[config.mk]
export PLATFORM = sky130hd
export DESIGN_NAME = adder_tree_accum
export DESIGN_NICKNAME = d
export VERILOG_FILES = /design/src/rtl/adder_tree_accum.sv
export SDC_FILE = /design/constraint.sdc
export NUM_CORES = 1
export LEC_CHECK = 0
export CAP_MARGIN = 25
export CORE_MARGIN = 2
export CORE_UTILIZATION = 35
export DETAILED_ROUTE_END_ITERATION = 10
export PLACE_DENSITY = 0.64
export REMOVE_ABC_BUFFERS = 1
export SETUP_SLACK_MARGIN = 0.3
export SYNTH_ARGS = -nofsm -noshare
export SYNTH_HDL_FRONTEND = slang
export SYNTH_SLANG_ARGS = --single-unit
[constraint.sdc]
create_clock -name clk -period 3.6 [get_ports clk]
set_input_delay 0.72 -clock clk [delete_from_list [all_inputs] [get_ports clk]]
set_output_delay 0.72 -clock clk [all_outputs]
set_load 0.01 [all_outputs]
[src/rtl/adder_tree_accum.sv]
// adder_tree_accum
//   Fully pipelined signed adder tree followed by a multi-beat accumulator.
//   Each valid beat of NUM_IN operands is reduced to one sum through
//   D = clog2(NUM_IN) register stages. Beat sums are accumulated until a beat
//   flagged in_last leaves the tree. The total is then emitted as a
//   single-cycle out_valid pulse.
//
//   Optional feature macro: ADDER_TREE_ACCUM_SAT_EN
//     defined   : out_data saturates to the signed OUT_WIDTH range and the
//                 extra port out_sat flags a clamped result.
//     undefined : out_data is the low OUT_WIDTH bits of the total (wraps).
//
// Ports
//   clk        clock
//   rst        synchronous, active-high reset
//   in_valid   beat qualifier
//   in_last    final beat of the current accumulation (only when in_valid)
//   in_data    NUM_IN signed operands, operand k at [(k+1)*IN_WIDTH-1 : k*IN_WIDTH]
//   out_valid  single-cycle result strobe
//   out_data   accumulated result, signed, held until the next emit
//   out_beats  number of beats contained in out_data, held until the next emit
//   out_sat    (SAT_EN builds only) result was clamped
//   busy       a beat is in the tree or a partial accumulation is held
//
// Handshake: no backpressure. A beat is taken on every rising clk edge where
// in_valid=1; out_valid is a one-cycle strobe with no ready.
module adder_tree_accum #(
    parameter int NUM_IN    = 25,
    parameter int IN_WIDTH  = 8,
    parameter int ACC_WIDTH = 24,
    parameter int OUT_WIDTH = 16,
    parameter int CNT_WIDTH = 16
) (
    input  logic                          clk,
    input  logic                          rst,
    input  logic                          in_valid,
    input  logic                          in_last,
    input  logic [NUM_IN*IN_WIDTH-1:0]    in_data,
    output logic                          out_valid,
    output logic [OUT_WIDTH-1:0]          out_data,
    output logic [CNT_WIDTH-1:0]          out_beats,
`ifdef ADDER_TREE_ACCUM_SAT_EN
    output logic                          out_sat,
`endif
    output logic                          busy
);

    localparam int D  = $clog2(NUM_IN);
    localparam int NP = 1 << D;
    localparam int TW = IN_WIDTH + D;

    // ------------------------------------------------------------------
    // Adder tree. Level 0 is the zero-padded operand vector; level l is a
    // register stage of NP>>l sums, each IN_WIDTH+l bits wide. Each add
    // sign-extends both inputs by one bit, so no level can overflow.
    // ------------------------------------------------------------------
    for (genvar l = 0; l <= D; l++) begin : g_lvl
        localparam int N = NP >> l;
        localparam int W = IN_WIDTH + l;

        logic signed [W-1:0] sum [N];

        if (l == 0) begin : g_leaf
            for (genvar k = 0; k < N; k++) begin : g_op
                if (k < NUM_IN) begin : g_real
                    assign sum[k] = in_data[k*IN_WIDTH +: IN_WIDTH];
                end else begin : g_pad
                    assign sum[k] = '0;
                end
            end
        end else begin : g_node
            // Data registers carry no reset: stages with valid=0 are don't-care.
            always_ff @(posedge clk) begin
                for (int i = 0; i < N; i++) begin
                    sum[i] <= W'(g_lvl[l-1].sum[2*i]) + W'(g_lvl[l-1].sum[2*i+1]);
                end
            end
        end
    end

    logic signed [TW-1:0]        tree_sum;
    logic signed [ACC_WIDTH-1:0] sum_ext;

    assign tree_sum = g_lvl[D].sum[0];
    assign sum_ext  = ACC_WIDTH'(tree_sum);   // signed cast sign-extends

    // Valid/last shadow pipeline, one entry per tree level.
    logic [D-1:0] vld_q;
    logic [D-1:0] lst_q;
    logic         tree_valid;
    logic         tree_last;

    always_ff @(posedge clk) begin
        if (rst) begin
            vld_q <= '0;
            lst_q <= '0;
        end else begin
            vld_q[0] <= in_valid;
            lst_q[0] <= in_valid & in_last;   // last without valid is dropped here
            for (int i = 1; i < D; i++) begin
                vld_q[i] <= vld_q[i-1];
                lst_q[i] <= lst_q[i-1];
            end
        end
    end

    assign tree_valid = vld_q[D-1];
    assign tree_last  = lst_q[D-1];

    // ------------------------------------------------------------------
    // Accumulator FSM
    // ------------------------------------------------------------------
    typedef enum logic {
        S_FIRST = 1'b0,
        S_ACCUM = 1'b1
    } state_t;

    state_t                      state_q, state_d;
    logic signed [ACC_WIDTH-1:0] acc_q, acc_d;
    logic [CNT_WIDTH-1:0]        cnt_q, cnt_d;
    logic                        emit;

    always_ff @(posedge clk) begin
        if (rst) begin
            state_q <= S_FIRST;
            acc_q   <= '0;
            cnt_q   <= '0;
        end else begin
            state_q <= state_d;
            acc_q   <= acc_d;
            cnt_q   <= cnt_d;
        end
    end

    always_comb begin
        state_d = state_q;
        acc_d   = acc_q;
        cnt_d   = cnt_q;
        emit    = 1'b0;
        if (tree_valid) begin
            case (state_q)
                S_FIRST: begin
                    acc_d = sum_ext;
                    cnt_d = CNT_WIDTH'(1);
                end
                S_ACCUM: begin
                    acc_d = acc_q + sum_ext;
                    cnt_d = cnt_q + CNT_WIDTH'(1);
                end
                default: begin
                    acc_d = sum_ext;
                    cnt_d = CNT_WIDTH'(1);
                end
            endcase
            if (tree_last) begin
                emit    = 1'b1;
                state_d = S_FIRST;
            end else begin
                state_d = S_ACCUM;
            end
        end
    end

    // ------------------------------------------------------------------
    // Result reduction to OUT_WIDTH, taken from the updated total so the
    // strobe lands in the cycle after the last beat leaves the tree.
    // ------------------------------------------------------------------
    logic [OUT_WIDTH-1:0] res_data;

`ifdef ADDER_TREE_ACCUM_SAT_EN
    localparam logic signed [ACC_WIDTH-1:0] SAT_MAX =
        {{(ACC_WIDTH-OUT_WIDTH+1){1'b0}}, {(OUT_WIDTH-1){1'b1}}};
    localparam logic signed [ACC_WIDTH-1:0] SAT_MIN =
        {{(ACC_WIDTH-OUT_WIDTH+1){1'b1}}, {(OUT_WIDTH-1){1'b0}}};

    logic res_sat;

    always_comb begin
        res_data = acc_d[OUT_WIDTH-1:0];
        res_sat  = 1'b0;
        if (acc_d > SAT_MAX) begin
            res_data = {1'b0, {(OUT_WIDTH-1){1'b1}}};
            res_sat  = 1'b1;
        end else if (acc_d < SAT_MIN) begin
            res_data = {1'b1, {(OUT_WIDTH-1){1'b0}}};
            res_sat  = 1'b1;
        end
    end
`else
    assign res_data = acc_d[OUT_WIDTH-1:0];
`endif

    always_ff @(posedge clk) begin
        if (rst) begin
            out_valid <= 1'b0;
            out_data  <= '0;
            out_beats <= '0;
`ifdef ADDER_TREE_ACCUM_SAT_EN
            out_sat   <= 1'b0;
`endif
        end else begin
            out_valid <= emit;
            if (emit) begin
                out_data  <= res_data;
                out_beats <= cnt_d;
`ifdef ADDER_TREE_ACCUM_SAT_EN
                out_sat   <= res_sat;
`endif
            end
        end
    end

    assign busy = (|vld_q) | (state_q == S_ACCUM);

endmodule

==> impl_results.md <==
- Max cap viols: 0
- Post-CTS Setup Inserts: 0
- Clk_lat worst skew: 540 ps
- Post-CTS Resized: 0
- Peak supply drop: 0.362 mV
- Outcome: complete, no violations
- Critical Path End: busy
- Synth area leaders: dfxtp_1 41%, ha_1 17%, xnor2_1 6.2%
- Non-Filler Instances: 2480
- Clk pin slew, worst setup/hold paths: 60 ps
- Critical R2R Launch: acc_q[0]$_SDFF_PP0_
- Fin util: 44.7%
- Type of origin of the critical path: flip-flop
- First drt pass iteration count: 4
- CTS root buffer: clkbuf_16
- Die Span X: 221 um
- Hold_buf cts: 0
- First-pass GRT wire length: 54700 um
- Post-synthesis register bit count: 338
- Drt total wl: 32200 um
- Fin nets: 2304
- Synth warn: 0
- Vias per cell: 4.74
- CP Capture Type: output port
- Worst-path fanout max: 9
- Antenna cell count: 0
- Io pins: 238
- DR WL/cell: 13.0 um
- Crit path launch: state_q$_SDFFE_PP0P_
- Pwr dens: 739 mW/mm^2
- Pwr Total: 15300 uW
- Reg2reg setup slack: 990 ps
- Synth Instances: 1584
- Synth-to-layout area growth: 26.1%
- GPL Wtd Cong: 0.839
- Post-DRT Antenna Nets: 0
- Max Clk Rate: 0.381 GHz
- Ratio of cells with drive above 1 in the final layout: 5.93%
- Area of the die: 0.0488 sq mm
- Grt total ovfl: 0
- Setup CP Type: reg -> out
- Tcrit/Tclk final: 73.0%
- Gr usage total: 13.3%
- Pins Over Slew Limit: 0
- Row cnt: 79
- Final hold viol count: 0
- Worst-Margin Slew: 810 ps
- Vias: 11.7k
- RSZ-0062 raised after global routing: false
- Largest net degree at the start of global routing: 41
- Initial antenna violation count: 3
- Sinks on Clock Net: 338
- Most numerous cell in the Yosys netlist: dfxtp_1
- WP data required: 2880 ps
- CTS tree: yes
- Filler cell count: 4382
- Placed cell count: 2411
- Hpwl dp: 25500 um
- Sequential share of the synthesized area: 41.1%
- Post-synth top area share: 41.1%
- Worst hold path class: reg -> reg
- H-tree levels: 2
- Clock buffer depth: 3
- DR DRC count: 0
- First DRT Iteration DRCs: 451
- Slew headroom: 45.9%
- Async SR Flop Fraction: 0%
- Core area: 0.0465 sq mm
- Mean area per synthesized cell: 10.4 sq um
- Die height: 221 um
- Crit path arrival time: 1910 ps
- Mapped Area: 0.0165 sq mm
- Post-layout min period: 2630 ps
- Yosys top cell by area: dfxtp_1
- Buffers on Ports: 237
- Starting Density: 35.4%
- Worst Skew: 15.6 ps
- Setup_tns: 0 ps
- Via count of the first global-routing pass: 11.9k
- Number of enable flip-flop cells after synthesis: 0
- RR Endpoint: out_data[12]$_SDFFE_PP0P_
- Num CTS Buffers: 39
- Static Leak: 0.00878 uW
- Worst Reg-to-Reg Cells: 9
- # setup viols final: 0
- Synth unique cells: 62
- Cell types with the highest counts after synthesis: 338 x dfxtp_1, 230 x ha_1, 123 x a21oi_1
- Ys flop type: dfxtp_1
## registers in the layout, summed over array words and instances (netlist names)
name,cells
lst_q,5
out_beats,16
out_data,16
vld_q,5
cnt_q,16
state_q,1
g_lvl.sum,262
out_valid,1
acc_q,16
## how the worst min path moves through the flow
| stage | cells past startpoint | to | slack [ps] | from |
|---|---|---|---|---|
| after global placement | 0 | g_lvl[3].sum[3][3]$_DFF_P_ | 310 | g_lvl[2].sum[1][23]$_DFF_P_ |
| final | 0 | g_lvl[3].sum[3][1]$_DFF_P_ | 320 | g_lvl[2].sum[1][21]$_DFF_P_ |
| after floorplan | 0 | g_lvl[2].sum[1][20]$_DFF_P_ | 310 | g_lvl[1].sum[1][36]$_DFF_P_ |
| after CTS | 0 | g_lvl[3].sum[3][2]$_DFF_P_ | 320 | g_lvl[2].sum[1][22]$_DFF_P_ |
| after detailed placement | 0 | g_lvl[3].sum[3][2]$_DFF_P_ | 310 | g_lvl[2].sum[1][22]$_DFF_P_ |
| after global routing | 0 | g_lvl[3].sum[3][0]$_DFF_P_ | 330 | g_lvl[2].sum[1][20]$_DFF_P_ |
## cell usage in the layout, fill, tap and decap left out, types with 10 or more instances in the layout
| master | instances |
|---|---|
| clkinv_2 | 10 |
| or3_1 | 20 |
| clkbuf_16 | 40 |
| nor2_1 | 89 |
| nand2b_1 | 23 |
| nand2_1 | 53 |
| nor2b_1 | 52 |
| dfxtp_1 | 338 |
| o21bai_1 | 20 |
| xnor2_1 | 116 |
| xor2_1 | 77 |
| fa_1 | 25 |
| nor3_1 | 61 |
| mux2_2 | 10 |
| or4_1 | 10 |
| a21oi_1 | 123 |
| clkdlybuf4s50_1 | 236 |
| a21o_1 | 54 |
| ha_1 | 230 |
| nand3_1 | 14 |
| a211oi_1 | 16 |
| inv_1 | 35 |
| o221a_2 | 10 |
| o21ai_0 | 71 |
## worst max-delay path, cell delays in order, from the launching register on
cell and delay [ps]:
dfxtp_1 580, nor2_1 120, nand2_1 120, clkdlybuf4s50_1 550
## final cells by class
class                   count  area, sq um  area share [%]
clock buffers              53         1090            5.25
clock inverters            16          131           0.633
inverters                  35          131           0.633
multi-input cells        1188         9470            45.6
flip-flops and latches    338         6770            32.6
well taps                 607          759            3.66
repair buffers            243         2410            11.6
## metrics by stage
stage / worst slack [ps] / hold slack, ps / cell area [sq um]
4_1_cts: 900 / 324 / 20800
3_5_place_dp: 631 / 312 / 19500
2_1_floorplan: 1270 / 310 / 16400
3_3_place_gp: 659 / 311 / 19500
6_report: 972 / 323 / 20800
5_1_grt: 815 / 328 / 20800
## layer usage
metal  GRT usage [%]  share of wire, %  routed length [um]  up-vias
met4            4.50               2.2                 702        6
met2            22.2                45               14600      229
li1                -                 -                   -     6204
met1            17.0                47               15300     5254
met3            2.71               5.1                1640       55
met5               0             0.099                  32        -
## power breakdown
group          total (uW)  switching (uW)  leakage [uW]  internal, uW
clock                3720            1520      0.000603          2200
sequential           5360             494       0.00282          4870
combinational        6250            3090       0.00535          3170
## kinds of logic (layout without fill, tap and decap cells)
group	count (synthesis)	in the layout	synth area share, %
simple gates	353	353	10.9
buf+inv	58	347	1.38
compound gates	370	370	14.8
fa+ha+maj	255	255	20.5
mux	17	17	1.11
flops	338	338	41.1
xor+xnor	193	193	10.3
No activity file was read; power rests on OpenSTA's default activity.
